==> config.mk <==
export PLATFORM = sky130hd
export DESIGN_NAME = puf_seq_ctrl_flat
export DESIGN_NICKNAME = d
export VERILOG_FILES = /design/src/rtl/puf_seq_ctrl_if.sv /design/src/rtl/puf_seq_ctrl.sv /design/src/flat_wrapper.sv
export SDC_FILE = /design/constraint.sdc
export NUM_CORES = 1
export LEC_CHECK = 0
export ABC_AREA = 1
export BUFFER_PORTS_ARGS = -buffer_cell sky130_fd_sc_hd__buf_2
export CORE_UTILIZATION = 41
export CTS_CLUSTER_SIZE = 16
export DETAILED_ROUTE_END_ITERATION = 8
export PLACE_DENSITY = 0.61
export SLEW_MARGIN = 20
export SYNTH_ARGS = -nofsm -noshare
export SYNTH_HDL_FRONTEND = slang
export SYNTH_SLANG_ARGS = --single-unit
==> constraint.sdc <==
create_clock -name clk -period 2.4 [get_ports clk]
set_clock_uncertainty 0.05 [all_clocks]
set_input_delay 0.36 -clock clk [delete_from_list [all_inputs] [get_ports clk]]
set_output_delay 0.36 -clock clk [all_outputs]
set_load 0.005 [all_outputs]
==> src/rtl/puf_seq_ctrl_if.sv <==
// Host and PUF-cell signals of the PUF sequencer, named from the sequencer's side.
// master: the sequencer; slave: the host/PUF cell environment.
interface puf_seq_ctrl_if #(
    parameter int N_BITS = 8
);
    logic              start_i;
    logic [7:0]        seed_i;
    logic              busy_o;
    logic              done_o;
    logic              err_o;
    logic [N_BITS-1:0] resp_word_o;
    logic [7:0]        puf_chall_o;
    logic              puf_en_o;
    logic              puf_rst_o;
    logic              puf_resp_i;
    logic              puf_finish_i;

    modport master (
        input  start_i, seed_i, puf_resp_i, puf_finish_i,
        output busy_o, done_o, err_o, resp_word_o, puf_chall_o, puf_en_o, puf_rst_o
    );

    modport slave (
        output start_i, seed_i, puf_resp_i, puf_finish_i,
        input  busy_o, done_o, err_o, resp_word_o, puf_chall_o, puf_en_o, puf_rst_o
    );
endinterface

==> src/rtl/puf_seq_ctrl.sv <==
// Drives one PUF bit cell through N_BITS challenges derived from a seed and
// shifts each arbiter response into a response word.
module puf_seq_ctrl #(
    parameter int N_BITS  = 8,
    parameter int CLR_CYC = 2,
    parameter int TIMEOUT = 1023
) (
    input  logic           clk,
    input  logic           rst,
    puf_seq_ctrl_if.master bus
);
    // state   | meaning
    // IDLE    | waiting for start, cell held in reset
    // CLEAR   | cell held in reset for CLR_CYC cycles with the challenge applied
    // RUN     | oscillators enabled, waiting for arbiter finish or timeout
    // CAPTURE | shift the captured bit into the word, pick the next challenge
    // DONE    | one-cycle done pulse, then back to IDLE
    typedef enum logic [2:0] {
        S_IDLE,
        S_CLEAR,
        S_RUN,
        S_CAPTURE,
        S_DONE
    } state_t;

    localparam int CW = (CLR_CYC > 1) ? $clog2(CLR_CYC) : 1;
    localparam int TW = (TIMEOUT > 1) ? $clog2(TIMEOUT) : 1;
    localparam int IW = $clog2(N_BITS);

    state_t            state_q, state_d;
    logic [IW-1:0]     idx_q, idx_d;
    logic [CW-1:0]     clr_cnt_q, clr_cnt_d;
    logic [TW-1:0]     to_cnt_q, to_cnt_d;
    logic [7:0]        seed_q, seed_d;
    logic [7:0]        chall_q, chall_d;
    logic [N_BITS-1:0] word_q, word_d;
    logic              bit_q, bit_d;
    logic              err_q, err_d;
    logic              busy_q, busy_d;
    logic              done_q, done_d;
    logic              en_q, en_d;
    logic              prst_q, prst_d;

    always_ff @(posedge clk) begin
        if (rst) begin
            state_q   <= S_IDLE;
            idx_q     <= '0;
            clr_cnt_q <= '0;
            to_cnt_q  <= '0;
            seed_q    <= '0;
            chall_q   <= '0;
            word_q    <= '0;
            bit_q     <= 1'b0;
            err_q     <= 1'b0;
            busy_q    <= 1'b0;
            done_q    <= 1'b0;
            en_q      <= 1'b0;
            prst_q    <= 1'b1;
        end else begin
            state_q   <= state_d;
            idx_q     <= idx_d;
            clr_cnt_q <= clr_cnt_d;
            to_cnt_q  <= to_cnt_d;
            seed_q    <= seed_d;
            chall_q   <= chall_d;
            word_q    <= word_d;
            bit_q     <= bit_d;
            err_q     <= err_d;
            busy_q    <= busy_d;
            done_q    <= done_d;
            en_q      <= en_d;
            prst_q    <= prst_d;
        end
    end

    always_comb begin
        state_d   = state_q;
        idx_d     = idx_q;
        clr_cnt_d = clr_cnt_q;
        to_cnt_d  = to_cnt_q;
        seed_d    = seed_q;
        chall_d   = chall_q;
        word_d    = word_q;
        bit_d     = bit_q;
        err_d     = err_q;

        case (state_q)
            S_IDLE: begin
                if (bus.start_i) begin
                    seed_d    = bus.seed_i;
                    chall_d   = bus.seed_i;
                    idx_d     = '0;
                    clr_cnt_d = '0;
                    word_d    = '0;
                    err_d     = 1'b0;
                    state_d   = S_CLEAR;
                end
            end
            S_CLEAR: begin
                if (clr_cnt_q == CW'(CLR_CYC - 1)) begin
                    to_cnt_d = '0;
                    state_d  = S_RUN;
                end else begin
                    clr_cnt_d = clr_cnt_q + CW'(1);
                end
            end
            S_RUN: begin
                // A finish on the last allowed cycle still wins over the abort.
                if (bus.puf_finish_i) begin
                    bit_d   = bus.puf_resp_i;
                    state_d = S_CAPTURE;
                end else if (to_cnt_q == TW'(TIMEOUT - 1)) begin
                    err_d   = 1'b1;
                    state_d = S_DONE;
                end else begin
                    to_cnt_d = to_cnt_q + TW'(1);
                end
            end
            S_CAPTURE: begin
                word_d = {word_q[N_BITS-2:0], bit_q};
                if (idx_q == IW'(N_BITS - 1)) begin
                    state_d = S_DONE;
                end else begin
                    idx_d     = idx_q + IW'(1);
                    chall_d   = seed_q + 8'(idx_q) + 8'd1;
                    clr_cnt_d = '0;
                    state_d   = S_CLEAR;
                end
            end
            S_DONE: begin
                state_d = S_IDLE;
            end
            default: begin
                state_d = S_IDLE;
            end
        endcase

        // Outputs are registered from the next state so they line up with it.
        busy_d = (state_d != S_IDLE);
        done_d = (state_d == S_DONE);
        en_d   = (state_d == S_RUN);
        prst_d = (state_d != S_RUN);
    end

    assign bus.busy_o      = busy_q;
    assign bus.done_o      = done_q;
    assign bus.err_o       = err_q;
    assign bus.resp_word_o = word_q;
    assign bus.puf_chall_o = chall_q;
    assign bus.puf_en_o    = en_q;
    assign bus.puf_rst_o   = prst_q;
endmodule

==> src/flat_wrapper.sv <==
// flat-port wrapper written by rule: the top's interface ports become plain ports
module puf_seq_ctrl_flat 
#(
    parameter int N_BITS  = 8,
    parameter int CLR_CYC = 2,
    parameter int TIMEOUT = 1023
)
  (clk, rst, bus_start_i, bus_seed_i, bus_puf_resp_i, bus_puf_finish_i, bus_busy_o, bus_done_o, bus_err_o, bus_resp_word_o, bus_puf_chall_o, bus_puf_en_o, bus_puf_rst_o);
  puf_seq_ctrl_if #(.N_BITS(N_BITS)) bus_i ();
  input  logic clk;
  input  logic rst;
  input wire logic [$bits(bus_i.start_i)-1:0] bus_start_i;
  input wire logic [$bits(bus_i.seed_i)-1:0] bus_seed_i;
  input wire logic [$bits(bus_i.puf_resp_i)-1:0] bus_puf_resp_i;
  input wire logic [$bits(bus_i.puf_finish_i)-1:0] bus_puf_finish_i;
  output wire logic [$bits(bus_i.busy_o)-1:0] bus_busy_o;
  output wire logic [$bits(bus_i.done_o)-1:0] bus_done_o;
  output wire logic [$bits(bus_i.err_o)-1:0] bus_err_o;
  output wire logic [$bits(bus_i.resp_word_o)-1:0] bus_resp_word_o;
  output wire logic [$bits(bus_i.puf_chall_o)-1:0] bus_puf_chall_o;
  output wire logic [$bits(bus_i.puf_en_o)-1:0] bus_puf_en_o;
  output wire logic [$bits(bus_i.puf_rst_o)-1:0] bus_puf_rst_o;
  assign bus_i.start_i = bus_start_i;
  assign bus_i.seed_i = bus_seed_i;
  assign bus_i.puf_resp_i = bus_puf_resp_i;
  assign bus_i.puf_finish_i = bus_puf_finish_i;
  assign bus_busy_o = bus_i.busy_o;
  assign bus_done_o = bus_i.done_o;
  assign bus_err_o = bus_i.err_o;
  assign bus_resp_word_o = bus_i.resp_word_o;
  assign bus_puf_chall_o = bus_i.puf_chall_o;
  assign bus_puf_en_o = bus_i.puf_en_o;
  assign bus_puf_rst_o = bus_i.puf_rst_o;
  puf_seq_ctrl #(.N_BITS(N_BITS), .CLR_CYC(CLR_CYC), .TIMEOUT(TIMEOUT)) u_core (.clk(clk), .rst(rst), .bus(bus_i));
endmodule
* Yosys cells after proc, flatten, opt, wreduce, memory -nomap -nowiden
Cells that the tools add are included.
Word-level totals: bits in registers 47, bits of input ports 13, logic and storage cells 70
Operators by class: add/sub/neg operators 5, equality and inequality tests 14, multiplexer cells 25, reduce and logical (&&, ||, !) cells 13
Operators by type and width (count):
- $pmux 8 s2 | 2
- $mux 10 | 3
- $mux 8 | 3
- $mux 3 | 7
- $pmux 10 s2 | 1
- $pmux 3 s4 | 1
- $add 10x1->10 const B | 1
- $eq 10x10->1 const B | 1
- $eq 3x2->1 const B | 3
- $add 8x1->8 const B | 1
- $add 8x3->8 | 1
- $ne 2x2->1 const B | 4
- $reduce_and 4->1 | 2
- $eq 3x3->1 const B | 2
- $pmux 3 s2 | 1
- $reduce_and 2->1 | 3
- $reduce_and 3->1 | 2
- $reduce_bool 2->1 | 3
- $reduce_bool 3->1 | 2
- $mux 1 | 5
- $ne 2x1->1 const B | 2
- $add 3x1->3 const B | 1
- $eq 3x1->1 const B | 1
- $logic_not 3->1 | 1
- 4 further kinds | 4

* Longest topological paths before layout
Gate-level depths: netlist (run 1).
word-level depth 5, depth in mapped cells 11

* Worst setup path after synthesis (run 1)
Ideal clock, no wire load.
kind register to register, start register u_core.idx_q[0], end register u_core.chall_q[2], in the netlist u_core.bus.puf_chall_o[2], arrival time 1493 ps, data required time 2234 ps, setup slack 741 ps, stages on the path, launching flop included 10, path buffers 0, period minus slack after synthesis 1659 ps, cells stage by stage dfxtp_1 inv_1 ha_1 inv_1 fa_1 or2_2 nand3_1 nand2_1 o21ai_0 nor2_1
Between the ends: cells in the longest elaborated chain, start to end 4
RTL lines:
- start, declared | line puf_seq_ctrl.sv:31 | logic [IW-1:0] idx_q, idx_d;
- start signal, assigned | line puf_seq_ctrl.sv:61 | idx_q <= idx_d;
- $add 8x3->8 | line puf_seq_ctrl.sv:125 | chall_d = seed_q + 8'(idx_q) + 8'd1;
- $add 8x1->8 | line puf_seq_ctrl.sv:125
- $mux 8 | line puf_seq_ctrl.sv:121 | if (idx_q == IW'(N_BITS - 1)) begin
- $pmux 8 s2 | line puf_seq_ctrl.sv:87 | case (state_q)
- end signal, assigned | line puf_seq_ctrl.sv:65 | chall_q <= chall_d;
- end, declared | line puf_seq_ctrl.sv:35 | logic [7:0] chall_q, chall_d;
Several ways; a longest one is shown, not always the timed one. The select of a mux whose other input is x is not followed. A chain may end at the register's enable or synchronous reset.

* Final worst setup path (run 1)
start register u_core.to_cnt_q[0], end register u_core.to_cnt_q[6]
Between the ends: cells in the longest elaborated chain, start to end 4
RTL lines:
- start, declared | line puf_seq_ctrl.sv:33 | logic [TW-1:0] to_cnt_q, to_cnt_d;
- start signal, assigned | line puf_seq_ctrl.sv:63 | to_cnt_q <= to_cnt_d;
- $add 10x1->10 | line puf_seq_ctrl.sv:116 | to_cnt_d = to_cnt_q + TW'(1);
- $mux 10 | line puf_seq_ctrl.sv:112 | end else if (to_cnt_q == TW'(TIMEOUT - 1)) begin
- $mux 10 | line puf_seq_ctrl.sv:109 | if (bus.puf_finish_i) begin
- $pmux 10 s2 | line puf_seq_ctrl.sv:87
Several ways; a longest one is shown, not always the timed one. The select of a mux whose other input is x is not followed.

==> impl_metrics.toml, run 1 <==
[timing]
grt_setup_unrepaired = "false"
setup-tns-final_ps = 0
hold_violations = 0
tightest_slew_ps = 588.3
setup_viol = 0
post-route-period-util_pct = 75.96
fmax_mhz = 548.5
fin_crit_ps = 1823
maxSlewViolCount = 0
slew-limit-headroom_pct = 60.78

[floorplan]
io_pins = 34
die_area_um2 = 5903
coreArea_um2 = 5238
start_util_pct = 43.84
std_cell_rows = 26
die_h_um = 76.83
die_x_um = 76.83

[drt]
wire_per_inst_um = 11.99
totalWireLength_um = 5191
remaining_drc_errors = 0
num_vias = 2143
vias_per_cell = 4.949
ant_nets = 0
firstDrtPassIters = 4
drtIter0Drc = 154

[logic_synthesis]
yosysWarnings = 0
ys_ff_latch = 47
syn_area_per_cell_um2 = 7.000
syn_area_um2 = 2296
syn_nets = 349
synth_cell_types = 29
synthCells = 328
synth-seq-area-share_pct = 40.98

[clock_network]
cts_made_buffers = 5
clockBufferDepth = 2
cts_max_level = 2
clockRootBuffer = "clkbuf_8"
postCtsSetupBuffers = 0
ctsHoldBuffers = 0
worstSkewPairLatency_ps = 300
clk_pin_slew_ps = 80
cts_tree = "yes"
cts.sinks = 47
cts_resized = 0

[worst_setup_path]
r2r_slack_ps = 580
crit_path_end_kind = "register"
crit_required_ps = 2590
cp_max_fo = 13
worstPathArrival_ps = 2010
slowest_stage = "dfxtp_1"
worstSetupPathType = "register to register"
crit_path_max_incr_delay_ps = 460
critPathLaunchType = "register"
crit_chain = "inv_1 > ha_1 > nand3_1 > nor2_1 > nand3_1 > nand3_2 > inv_2 > nand2_1 > a21oi_1"
path_common_cell = "nand3_1"

[placed_design]
port_buffers = 33
gp_congestion = 0.8290
dp_hpwl_um = 3701

[worst_hold_path]
hp-class = "input pin to register"

[layout]
nets = 383
layout_commonest_cell = "nand2_1"
drive_above_1_share_pct = 15.98
most-common-layout-cells = "97 x nand2_1, 47 x dfxtp_1, 37 x a21oi_1"
num-fill-cells = 529
n_antenna_cell = 0
area_delta_synth_final_pct = 14.71

[global_routing]
antenna_found_initial = 0
track_usage_pct = 18.81
grt_pass1_vias = 1810
grt_pass1_wl_um = 8721
grt_max_degree = 31
overflow = 0

[run_status]
status = "finished, final reports clean"

[pwr]
power_density_nw_per_um2 = 805.5
power_uw = 2121
pwr-share-seq_pct = 44.3
vdd_drop_max_uv = 372.8
p_sw_share_pct = 33.98
power.share.clock_pct = 28.5
power.internal_uw = 1401
power_switching_uw = 720.8
leakagePower_uw = 0.001173
comb_power_share_pct = 27.2

[flow_run]
cap_violations = 0
[sequential cells by signal (all words and copies together), names as in the netlist, 3 cells and up]
name	count
u_core.to_cnt_q	10
u_core.bus.puf_chall_o	8
u_core.bus.resp_word_o	8
u_core.seed_q	8
u_core.idx_q	3
u_core.state_q	3
[kinds of logic after synthesis]
group / after synthesis / share of synthesized area (%)
xor gates and xnor gates: 5 / 1.907
buffers and inverters: 46 / 8.447
and+or+nand+nor: 163 / 30.35
AOI/OAI and AO/OA: 59 / 13.62
DFF: 47 / 40.98
adders and majority gates: 8 / 4.687
[path summary, 6_finish.rpt]
path,startpoint,end,depth (start not counted)
worst max-delay path,u_core.to_cnt_q[0],u_core.to_cnt_q[6],9
worst min register to register,u_core.bus.resp_word_o[7],u_core.bus.resp_word_o[7],2
worst max register to register,u_core.to_cnt_q[0],u_core.to_cnt_q[6],9
worst min-delay path,bus_puf_resp_i,u_core.bit_q,3
[power by group through the flow]
stage | registers (uW) | clock network [uW] | logic [uW]
floorplan | 954 | 0 | 421
global placement | 954 | 0 | 576
detailed placement | 956 | 0 | 578
CTS | 939 | 624 | 580
global route | 954 | 659 | 658
finish | 940 | 605 | 577
[cells in the mapped netlist]
master,n,area [um2]
a21oi_1,37,185.2
a22oi_1,2,15.01
a31oi_1,1,6.260
and2_1,1,6.260
buf_2,2,10.01
buf_4,1,7.510
buf_6,2,22.52
clkbuf_1,4,15.01
dfxtp_1,47,940.9
fa_1,1,20.02
ha_1,7,87.58
inv_1,33,123.9
inv_2,4,15.01
nand2_1,97,364.1
nand3_1,16,80.08
nand3_2,3,30.03
nand3b_1,2,15.01
nand4_1,4,25.02
nor2_1,33,123.9
nor2_2,3,18.77
nor2_4,2,22.52
nor3_1,1,5.000
o211ai_1,1,7.510
o21ai_0,15,75.07
o21ai_2,1,8.760
o21bai_1,2,15.01
or2_2,1,6.260
xnor2_1,1,8.760
xor2_1,4,35.03
[per-stage QoR]
| step | hold WS [ps] | util, % | setup WS [ps] | cells | instance area, um2 |
|---|---|---|---|---|---|
| 3_3_place_gp | 402.3 | 48.04 | 654.0 | 425 | 2516 |
| 3_5_place_dp | 405.3 | 48.04 | 609.3 | 425 | 2516 |
| 4_1_cts | 232.2 | 50.29 | 583.8 | 433 | 2634 |
| 6_report | 244.1 | 50.29 | 577.0 | 433 | 2634 |
| 5_1_grt | 261.2 | 50.29 | 371.1 | 433 | 2634 |
| 2_1_floorplan | 385.5 | - | 741.1 | 328 | 2296 |
[worst max-delay path, delay by kind of cell, from the launching register on]
| kind | cells | cell delay (ps) |
|---|---|---|
| simple gates | 5 | 570 |
| flops | 1 | 460 |
| buf+inv | 2 | 350 |
| fa+ha+maj | 1 | 200 |
| compound gates | 1 | 120 |
[metal layers]
layer	routed length, um	global-route usage [%]	vias up
met2	2034	25.80	50
met1	2838	27.85	971
met3	231	3.929	7
li1	-	-	1115
met4	87	8.077	0
met5	0	0	-
[final cells by class]
cell class                 count  area, um2  area share [%]
clock buffer                   6      82.58           3.135
clock inverter                 2      35.03           1.330
inverter                      37      138.9           5.273
multi-input combinational    235       1161           44.09
sequential                    47      940.9           35.72
tap                           70      87.58           3.325
timing repair buffer          36      187.7           7.126
(Power assumes the default switching activity.)
==> inputs of run 2 (changes only) <==
Clock period 2.4 ns to 1.9 ns, I/O delays scaled along.
==> run 2 against run 1 <==
Net effect:
- fmax increased by 3.4%
- sequential share of layout area shrank 0.12 points
- clock-buffer cell count fell by 1
- die area stayed put
- combinational power is 33% higher
- critical endpoint is now u_core.bus.puf_chall_o[2]
- largest cell class unchanged
==> impl_metrics.toml, run 2 (synthesis gave the netlist of run 1 again) <==
[clock_network]
clockBufferDepth = 2
ctsHoldBuffers = 0
clk_pin_slew_ps = 90
cts_max_level = 2
worstSkewPairLatency_ps = 300
cts_made_buffers = 5
cts_tree = "yes"
cts.sinks = 47
clockRootBuffer = "clkbuf_8"
postCtsSetupBuffers = 0
cts_resized = 0

[layout]
n_antenna_cell = 0
regArea_um2 = 940.9
fin_util_pct = 50.45
num-fill-cells = 537
multi_input_area_um2 = 1161
drive_above_1_share_pct = 17.12
top_register = "u_core.to_cnt_q"
instances_no_fill = 438
layout_commonest_cell = "nand2_1"
area_delta_synth_final_pct = 15.10
largest_reg_flops = 10
nets = 388
most-common-layout-cells = "97 x nand2_1, 47 x dfxtp_1, 37 x a21oi_1"

[drt]
firstDrtPassIters = 4
vias_per_cell = 4.808
remaining_drc_errors = 0
drtIter0Drc = 123
wire_per_inst_um = 11.41
totalWireLength_um = 4999
num_vias = 2106
ant_nets = 0

[worst_setup_path]
crit_path_max_incr_delay_ps = 370
crit_path_end_kind = "register"
critPathLaunchType = "register"
worstPathArrival_ps = 1910
worstSetupPathType = "register to register"
cp_max_fo = 3
slowest_stage = "fa_1"
crit_required_ps = 2050
crit_chain = "inv_1 > ha_1 > inv_1 > fa_1 > or2_2 > nand3_1 > nand2_1 > o21ai_0 > nor2_1"
rr_worst_depth = 9
path_common_cell = "inv_1"

[placed_design]
port_buffers = 33
gp_congestion = 0.8202
dp_cells = 430
dp_hpwl_um = 3636

[timing]
tightest_slew_ps = 613.8
setup-tns-final_ps = 0
grt_setup_unrepaired = "false"
maxSlewViolCount = 0
fin_crit_ps = 1763
slew-limit-headroom_pct = 59.07
hold_violations = 0
post-route-period-util_pct = 92.80
whs_ps = 162.7
setup_viol = 0
fmax_mhz = 567.1

[global_routing]
grt_max_degree = 31
grt_pass1_vias = 1839
busiest_layer = "met2"
grtUsageMet1_pct = 25.95
grt_pass1_wl_um = 8514
grtUsageMet3_pct = 2.976
antenna_found_initial = 0
overflow = 0
track_usage_pct = 17.93
globalRouteMet2Util_pct = 26.25

[floorplan]
die_h_um = 76.83
start_util_pct = 43.84
io_pins = 34
coreArea_um2 = 5238
die_area_um2 = 5903
die_x_um = 76.83
std_cell_rows = 26

[run_status]
status = "finished, final reports clean"

[flow_run]
cap_violations = 0

[pwr]
vdd_drop_max_uv = 454.6
leakagePower_uw = 0.001177
power_density_nw_per_um2 = 964.8

[worst_hold_path]
min_path_cells = 3
hp-class = "input pin to register"
-- run 2: cell count changes in the layout (fill, tap and decap cells not counted) --
cell        delta
clkbuf_8       -1
bufinv_16      -1
buf_4          +5
clkinvlp_4     +2
-- run 2: critical path: cells and delay by family, from the launching register on --
kind	cells	cell delay, ps
AND/OR/NAND/NOR	4	470
AO/OA/AOI/OAI	1	150
flip-flops	1	330
buffers and inverters	2	150
adder cells (fa/ha/maj)	2	510
-- run 2: final timing paths --
path,startpoint,to,slack (ps)
max,u_core.idx_q[0],u_core.bus.puf_chall_o[2],140
min,bus_puf_resp_i,u_core.bit_q,160
max reg2reg,u_core.idx_q[0],u_core.bus.puf_chall_o[2],140
min reg2reg,u_core.bus.puf_chall_o[7],u_core.bus.puf_chall_o[7],420
-- run 2: stage by stage --
step | power (uW) | cell area, um2 | setup slack, ps
after detailed placement | 1973 | 2554 | 142.5
after global placement | 1968 | 2554 | 185.8
after floorplan | 1737 | 2296 | 241.1
after global routing | 2735 | 2643 | 29.55
after CTS | 2576 | 2643 | 136.8
final | 2549 | 2643 | 136.8
-- run 2: area by class of cell --
type	count	area share, %
clock inverter	3	0.7576
sequential	47	35.61
timing repair buffer	41	8.523
multi-input combinational	235	43.94
clock buffer	5	2.604
inverter	37	5.256
tap	70	3.314
-- run 2: where the power goes --
| part | switching [uW] | internal [uW] | leakage (uW) |
|---|---|---|---|
| registers | 69.3 | 1110 | 0.000383 |
| clock network | 347 | 256 | 0.0000402 |
| logic | 504 | 261 | 0.000753 |
-- run 2: metal layers --
metal,part of all wire [%],routed length [um],vias up
li1,-,-,1124
met1,54,2683,934
met2,40,2020,41
met3,4.4,221,7
met4,1.5,74,0
met5,0,0,-
